[src/rtl/coil_dwell_guard.sv]
// Per-channel coil output guard: registers the comparator request onto the pin and enforces
// max dwell, min off time and enable gating, with dwell/fault/miss status for readback.
module coil_dwell_guard #(
    parameter int unsigned TCNT_W = 24,
    parameter int unsigned FCNT_W = 8
) (
    input  logic              i_clk,
    input  logic              i_nrst,
    input  logic              i_ena,
    input  logic              i_hwag_start,
    input  logic              i_coil_req,
    input  logic [TCNT_W-1:0] i_max_dwell,
    input  logic [TCNT_W-1:0] i_min_off,
    input  logic              i_fault_clr,
    output logic              o_coil_out,
    output logic [TCNT_W-1:0] o_dwell_last,
    output logic              o_dwell_timeout,
    output logic [FCNT_W-1:0] o_fault_cnt,
    output logic [FCNT_W-1:0] o_miss_cnt
);

    // Any two-bit hop through StCharge only passes intermediate codes that decode as coil off.
    typedef enum logic [1:0] {
        StIdle    = 2'b00,
        StCharge  = 2'b01,
        StHoldoff = 2'b10,
        StLockout = 2'b11
    } state_e;

    state_e              r_state;
    state_e              w_state_d;
    logic [TCNT_W-1:0]   r_timer;
    logic [TCNT_W-1:0]   w_timer_d;
    logic [TCNT_W-1:0]   r_dwell_last;
    logic [TCNT_W-1:0]   w_dwell_last_d;
    logic                r_req_d;
    logic                r_timeout;
    logic                w_timeout_d;
    logic [FCNT_W-1:0]   r_fault_cnt;
    logic [FCNT_W-1:0]   w_fault_cnt_d;
    logic [FCNT_W-1:0]   r_miss_cnt;
    logic [FCNT_W-1:0]   w_miss_cnt_d;
    logic                w_req_rise;
    logic                w_fault_evt;
    logic                w_miss_evt;
    logic [TCNT_W-1:0]   w_min_off_eff;

    assign w_req_rise    = i_coil_req & ~r_req_d;
    assign w_min_off_eff = (i_min_off == '0) ? TCNT_W'(1) : i_min_off;

    always_ff @(posedge i_clk) begin
        if (!i_nrst) begin
            r_state      <= StIdle;
            r_timer      <= '0;
            r_req_d      <= 1'b0;
            r_dwell_last <= '0;
            r_timeout    <= 1'b0;
            r_fault_cnt  <= '0;
            r_miss_cnt   <= '0;
        end else begin
            r_state      <= w_state_d;
            r_timer      <= w_timer_d;
            r_req_d      <= i_coil_req;
            r_dwell_last <= w_dwell_last_d;
            r_timeout    <= w_timeout_d;
            r_fault_cnt  <= w_fault_cnt_d;
            r_miss_cnt   <= w_miss_cnt_d;
        end
    end

    always_comb begin
        w_state_d      = r_state;
        w_timer_d      = r_timer;
        w_dwell_last_d = r_dwell_last;
        w_fault_evt    = 1'b0;
        w_miss_evt     = 1'b0;
        case (r_state)
            StIdle: begin
                if (w_req_rise) begin
                    if (i_ena && i_hwag_start) begin
                        w_state_d = StCharge;
                        w_timer_d = TCNT_W'(1);
                    end else if (i_ena) begin
                        w_miss_evt = 1'b1;
                    end
                end
            end
            StCharge: begin
                if (!i_ena || !i_hwag_start) begin
                    w_state_d = StHoldoff;
                    w_timer_d = TCNT_W'(1);
                end else if (!i_coil_req) begin
                    w_state_d      = StHoldoff;
                    w_dwell_last_d = r_timer;
                    w_timer_d      = TCNT_W'(1);
                end else if ((i_max_dwell != '0) && (r_timer == i_max_dwell)) begin
                    w_state_d      = StLockout;
                    w_dwell_last_d = r_timer;
                    w_fault_evt    = 1'b1;
                end else if (r_timer != '1) begin
                    w_timer_d = r_timer + TCNT_W'(1);
                end
            end
            StHoldoff: begin
                w_miss_evt = w_req_rise;
                if (r_timer >= w_min_off_eff) begin
                    w_state_d = StIdle;
                end else begin
                    w_timer_d = r_timer + TCNT_W'(1);
                end
            end
            StLockout: begin
                w_miss_evt = w_req_rise;
                // Wait out the stale request so its tail cannot re-fire the coil.
                if (!i_coil_req) begin
                    w_state_d = StHoldoff;
                    w_timer_d = TCNT_W'(1);
                end
            end
        endcase

        // A clear coinciding with an event leaves exactly that event recorded.
        if (i_fault_clr) begin
            w_timeout_d   = w_fault_evt;
            w_fault_cnt_d = w_fault_evt ? FCNT_W'(1) : '0;
            w_miss_cnt_d  = w_miss_evt ? FCNT_W'(1) : '0;
        end else begin
            w_timeout_d   = r_timeout | w_fault_evt;
            w_fault_cnt_d = (w_fault_evt && (r_fault_cnt != '1)) ? r_fault_cnt + FCNT_W'(1)
                                                                  : r_fault_cnt;
            w_miss_cnt_d  = (w_miss_evt && (r_miss_cnt != '1)) ? r_miss_cnt + FCNT_W'(1)
                                                                : r_miss_cnt;
        end
    end

    always_comb begin
        o_coil_out      = (r_state == StCharge);
        o_dwell_last    = r_dwell_last;
        o_dwell_timeout = r_timeout;
        o_fault_cnt     = r_fault_cnt;
        o_miss_cnt      = r_miss_cnt;
    end

endmodule

[config.mk]
export PLATFORM = sky130hd
export DESIGN_NAME = coil_dwell_guard
export DESIGN_NICKNAME = d
export VERILOG_FILES = /design/src/rtl/coil_dwell_guard.sv
export SDC_FILE = /design/constraint.sdc
export NUM_CORES = 1
export LEC_CHECK = 0
export CAP_MARGIN = 20
export CORE_ASPECT_RATIO = 0.75
export CORE_MARGIN = 1.5
export CORE_UTILIZATION = 51
export CTS_CLUSTER_DIAMETER = 40
export DETAILED_ROUTE_END_ITERATION = 10
export PLACE_DENSITY = 0.81
export SYNTH_ARGS = -nofsm -noshare
export SYNTH_HDL_FRONTEND = slang
export SYNTH_SLANG_ARGS = --single-unit
[constraint.sdc]
create_clock -name i_clk -period 4.49 [get_ports i_clk]
set_clock_uncertainty 0.1 [all_clocks]
set_input_delay 1.1225 -clock i_clk [delete_from_list [all_inputs] [get_ports i_clk]]
set_output_delay 1.1225 -clock i_clk [all_outputs]
set_load 0.01 [all_outputs]
# Yosys cells after proc, flatten, opt, wreduce, memory -nomap -nowiden
# Cells that the tools add are included.
# op_classes
order_cmp,1
reduce_logical,16
n_eq_ne,16
bitwise,4
muxes,35
addsub,3
# op_table
cell,count
24-bit 2-to-1 mux,11
24-bit case mux with 4 select lines,1
8-bit 2-to-1 mux,4
24-bit by 1-bit adder with 24-bit output (second input constant),1
24-bit equality test,1
24-bit greater-or-equal comparator,1
24-bit zero test,1
24-bit inequality test (second input constant),1
24-bit nonzero test,1
8-bit by 1-bit adder with 8-bit output (second input constant),2
8-bit inequality test (second input constant),2
2-bit 2-to-1 mux,7
1-bit 2-to-1 mux,10
2-bit inequality test (second input constant),5
4-bit by 2-bit inequality test with 1-bit output (second input constant),2
2-bit case mux with 4 select lines,1
6-bit AND reduction,1
5-bit AND reduction,1
2-bit equality test (second input constant),2
1-bit logical AND,4
4-bit inequality test (second input constant),1
2-bit nonzero test,2
3-bit AND reduction,1
2-bit by 1-bit equality test with 1-bit output (second input constant),1
9 further kinds,11
# word_totals
ff_bits,68
word_cells,82
inputBits,54
output_inout_bits,42

# Longest topological paths before layout
# depth
word_depth,9
ltp_mapped,12
depth_no_buf,11

# Worst setup path before layout
# No wires, ideal clock.
# synth_path
kind,input port to flip-flop
from,in i_min_off[18]
to,reg r_timer[20]
setup_time_ps,101
n_path_buf,1
arrival_time_ps,3677
setup_slack_ps,612
required_time_ps,4289
stages,12
path_cell_list,nor4_1 -> nand4_1 -> o21bai_1 -> ha_1 -> a31oi_1 -> nor2b_1 -> o21a_1 -> o31a_1 -> o311a_1 -> or3_1 -> buf_2 -> o41ai_1
# synth_via
elab_chain_len,5
# synth_lines
element,line,source
"start, declared",13,"input logic [TCNT_W-1:0] i_min_off,"
24-bit zero test,49,assign w_min_off_eff = (i_min_off == '0) ? TCNT_W'(1) : i_min_off;
24-bit 2-to-1 mux (*),49,
24-bit greater-or-equal comparator (*),106,if (r_timer >= w_min_off_eff) begin
2-bit inequality test (no source line) (*),-,
6-bit AND reduction (no source line) (*),-,
"end signal, assigned",62,r_timer <= w_timer_d;
"end, declared",32,logic [TCNT_W-1:0] r_timer;
# Every way passes the cells marked *; elsewhere a longest branch is shown, timed or not.
# A chain may end at the register's enable or synchronous reset.

# Final worst setup path
# layout_path
from,in i_min_off[18]
to,reg r_timer[13]
# The elaborated chain is that of the path after synthesis.

==> results by stage <==
Clock network:
- TritonCTS built the clock tree.
- In this run the number of H-tree levels came out at 3.
- The later pin in the worst-skew pair is clocked with a latency of 330 ps.
- Post-CTS repair changed the size of 0 cells.
- The number of hold buffers added after CTS was 0.
- The post-CTS setup-driven buffer insertion count is 0.
- The cell sitting at the root of the clock tree is a sky130_fd_sc_hd__clkbuf_16.
- The largest buffer count on any clock path is 2.
- Clock tree synthesis found a total of 68 sinks.
- The clock-pin slew on the worst setup and hold paths is 50 ps.
- Counting the buffers created by CTS gives 9.

Final layout:
- The number of nets in the layout is 694.
- The filler cell count is 633.
- The antenna diode count is 0.
- Summing all non-filler instances in the final layout gives an area of 0.00569 mm².
- The fraction of final layout cells sized beyond drive strength 1 is 0.0489.
- Excluding fillers, the count of instances in the completed layout stands at 719.
- Measured on the finished design, the core utilization comes to 0.706.
- The growth of design area from synthesis to finish is 31.2%.

Critical path:
- STA classifies the critical path endpoint as a flip-flop.
- The critical path is of the input pin to flip-flop type.
- The worst reg-to-reg path cell count is 9.
- STA classifies the critical path startpoint as an input pin.
- The startpoint of the worst register-to-register path is r_timer[19].
- The most critical setup path has its startpoint at i_min_off[18].
- The data arrival time at the worst-slack endpoint is 4360 ps.
- Data on the critical path is required at its endpoint by 4610 ps.
- Of all nets on the critical path, the largest fanout is 22.

Die:
- The initial cell density of the core is 0.538.
- The die is 82.8 µm tall.
- The floorplan die area is 0.00907 mm².
- The total I/O pin count is 96.
- The area of the placeable core is 0.00806 mm².
- The number of core rows is 28.
- The horizontal die dimension is 109 µm.

STA:
- The share of the clock period used by the worst path after layout is 0.945.
- The upper clock frequency limit is 236 MHz.
- The transition time at the pin with the least slew margin is 871 ps.
- The hold violation count in the final report is 0.
- The least setup slack across all paths after layout is 249 ps.
- After layout, the minimum clock period comes to 4240 ps.
- The worst slew margin relative to its limit is 0.414.
- Setup violations remaining at the end of the flow were counted as 0.
- Setup repair after global routing left no endpoint under its margin.
- The final count of pins violating max slew is 0.

GRT:
- Entering global routing, the biggest net connects 33 pins.
- The residual overflow from global routing is 0.
- The number of antenna violations at the first check in global routing was 0.
- The first global-routing pass estimated 20100 µm of wire.
- The via count of the first global-routing pass was 4114.
- Across every metal layer, demand over resource in global routing totals 0.278.

Synthesis:
- A synthesized cell averages 8.29 µm².
- For this run, the register share of the synthesized area comes to 0.314.
- Counting instances in the post-synthesis netlist gives the leading cell types as sky130_fd_sc_hd__dfxtp_1 (68), sky130_fd_sc_hd__nor2_1 (57), sky130_fd_sc_hd__inv_1 (33).
- The count of distinct cell types in the synthesized netlist is 50.
- The mapped netlist covers 0.00434 mm².
- The most used standard cell by instance count after synthesis is sky130_fd_sc_hd__dfxtp_1.
- Counting flops and latches in the post-synthesis netlist gives 68.
- Yosys mapped a number of flops with a built-in enable equal to 0.
- The fraction of registers with async set/reset is 0.
- The portion of synthesized cell area occupied by the leading cell type is 0.314.
- The cell count after synthesis came out at 523.
- Among all flip-flop cells after synthesis, the most frequent one is sky130_fd_sc_hd__dfxtp_1.
- The largest total area in the synthesized netlist belongs to sky130_fd_sc_hd__dfxtp_1.
- In the post-synthesis netlist, the biggest area contributors are sky130_fd_sc_hd__dfxtp_1 (31%), sky130_fd_sc_hd__ha_1 (8.9%), sky130_fd_sc_hd__mux2i_1 (6.0%).
- The synthesis warning total is 0.
- The net count after synthesis is 608.

Power and ir drop:
- The power density over the cells is 284 mW/mm².
- Summed over all cells, the static leakage comes to 2.41 nW.
- The worst-case IR drop observed on VDD is 0.000189 V.
- The total power after layout is 0.00162 W.

Detailed routing:
- The total detailed-routing wirelength is 12600 µm.
- The vias after detailed routing is 4424.
- The average routed wire per standard cell is 17.5 µm.
- The DRC violation count after routing is 0.
- For this run, the detailed router's first-pass iteration total came to 5.
- The number of routed nets with antenna violations is 0.
- In the routed layout, each cell is associated on average with a via count of 6.15.
- The detailed router's first-iteration violation count is 411.

Outcome:
- The run finished with clean final reports.

Placement:
- The post-place instance area is 0.00535 mm².
- The post-DP HPWL is 9170 µm.
- At the placement stage, the worst setup path has a slack of -108 ps.
- Once placement completed, the tool counted placed cells totaling 703.
- Buffers placed on the I/O ports in this run total 95.
- The final weighted congestion in routability-driven placement is 0.877.

Job:
- The number of max-cap violations is 0.

Hold path:
- The worst hold path begins at o_dwell_timeout.
- The worst hold path passes through 2 cells.
- The path class of the tightest hold or removal check is flip-flop to flip-flop.
==> state kept, by name, summed over array words and instances (netlist names) <==
name	flops
o_fault_cnt	8
o_miss_cnt	8
r_req_d	1
r_timer	24
r_state	2
o_dwell_timeout	1
o_dwell_last	24
==> placed cells by master, fill, tap and decap left out, types with 4 or more instances in the layout <==
cell type,instances
sky130_fd_sc_hd__ha_1,31
sky130_fd_sc_hd__or4_1,5
sky130_fd_sc_hd__clkdlybuf4s50_1,95
sky130_fd_sc_hd__nor2b_1,4
sky130_fd_sc_hd__nor3_1,6
sky130_fd_sc_hd__and2_1,6
sky130_fd_sc_hd__o21ai_0,12
sky130_fd_sc_hd__o21a_1,4
sky130_fd_sc_hd__inv_1,33
sky130_fd_sc_hd__a211oi_1,6
sky130_fd_sc_hd__and3_1,8
sky130_fd_sc_hd__o311ai_0,23
sky130_fd_sc_hd__a31oi_1,7
sky130_fd_sc_hd__o41ai_1,13
sky130_fd_sc_hd__dfxtp_1,68
sky130_fd_sc_hd__a21oi_1,24
sky130_fd_sc_hd__nand3b_1,5
sky130_fd_sc_hd__xor2_1,29
sky130_fd_sc_hd__clkbuf_16,9
sky130_fd_sc_hd__buf_4,9
sky130_fd_sc_hd__o31ai_1,4
sky130_fd_sc_hd__nand4_1,12
sky130_fd_sc_hd__or3_1,4
sky130_fd_sc_hd__nand2_1,31
sky130_fd_sc_hd__nor4_1,23
sky130_fd_sc_hd__nand3_1,21
sky130_fd_sc_hd__mux2i_1,26
sky130_fd_sc_hd__nor2_1,57
==> worst max-delay path, cell delays in order <==
cell,delay [ps]
sky130_fd_sc_hd__clkdlybuf4s50_1,440
sky130_fd_sc_hd__nor4_2,360
sky130_fd_sc_hd__nand4_1,130
sky130_fd_sc_hd__o21bai_1,160
sky130_fd_sc_hd__ha_1,240
sky130_fd_sc_hd__a31oi_1,140
sky130_fd_sc_hd__nor2b_1,80
sky130_fd_sc_hd__o21a_1,170
sky130_fd_sc_hd__o31a_1,270
sky130_fd_sc_hd__o311a_1,300
sky130_fd_sc_hd__or3_1,380
sky130_fd_sc_hd__buf_4,220
sky130_fd_sc_hd__o41ai_1,340
==> kinds of logic after synthesis <==
family,synth area share
buf+inv,0.0615
compound gates,0.180
fa+ha+maj,0.0895
xor+xnor,0.0606
mux,0.0600
flops,0.314
simple gates,0.235
==> power by group <==
group	switching, W	leakage (nW)	internal (W)
registers	0.0000104	0.548	0.000609
clock network	0.000254	0.163	0.000541
logic	0.000108	1.70	0.0000938
==> layout make-up <==
class	count	area, µm²	area share
multi-input combinational	393	2720	0.478
sequential	68	1360	0.239
timing repair buffer	104	1020	0.179
inverter	33	124	0.0218
tap	105	131	0.0231
clock inverter	5	100	0.0176
clock buffer	11	233	0.0409
==> metal layers <==
metal,share of wire,routed length (µm),track usage,vias to the layer above
li1,-,-,-,2120
met1,0.44,5590,0.397,2087
met2,0.44,5590,0.420,205
met3,0.10,1280,0.0565,12
met4,0.011,140,0.0779,0
met5,0,0,0,-
==> path summary, 6_finish.rpt <==
kind	to	slack (ps)
setup reg to reg	r_timer[13]	1370
hold / removal	o_dwell_timeout	380
hold reg to reg	o_dwell_timeout	380
setup / recovery	r_timer[13]	250
==> metrics by stage <==
| stage | setup TNS, ps | hold WS (ps) |
|---|---|---|
| after floorplan | 0 | 393 |
| after global placement | -367 | 368 |
| after detailed placement | -1040 | 374 |
| after CTS | 0 | 383 |
| after global routing | 0 | 416 |
| final | 0 | 376 |
Note: power is estimated with default switching activity, not from simulation.
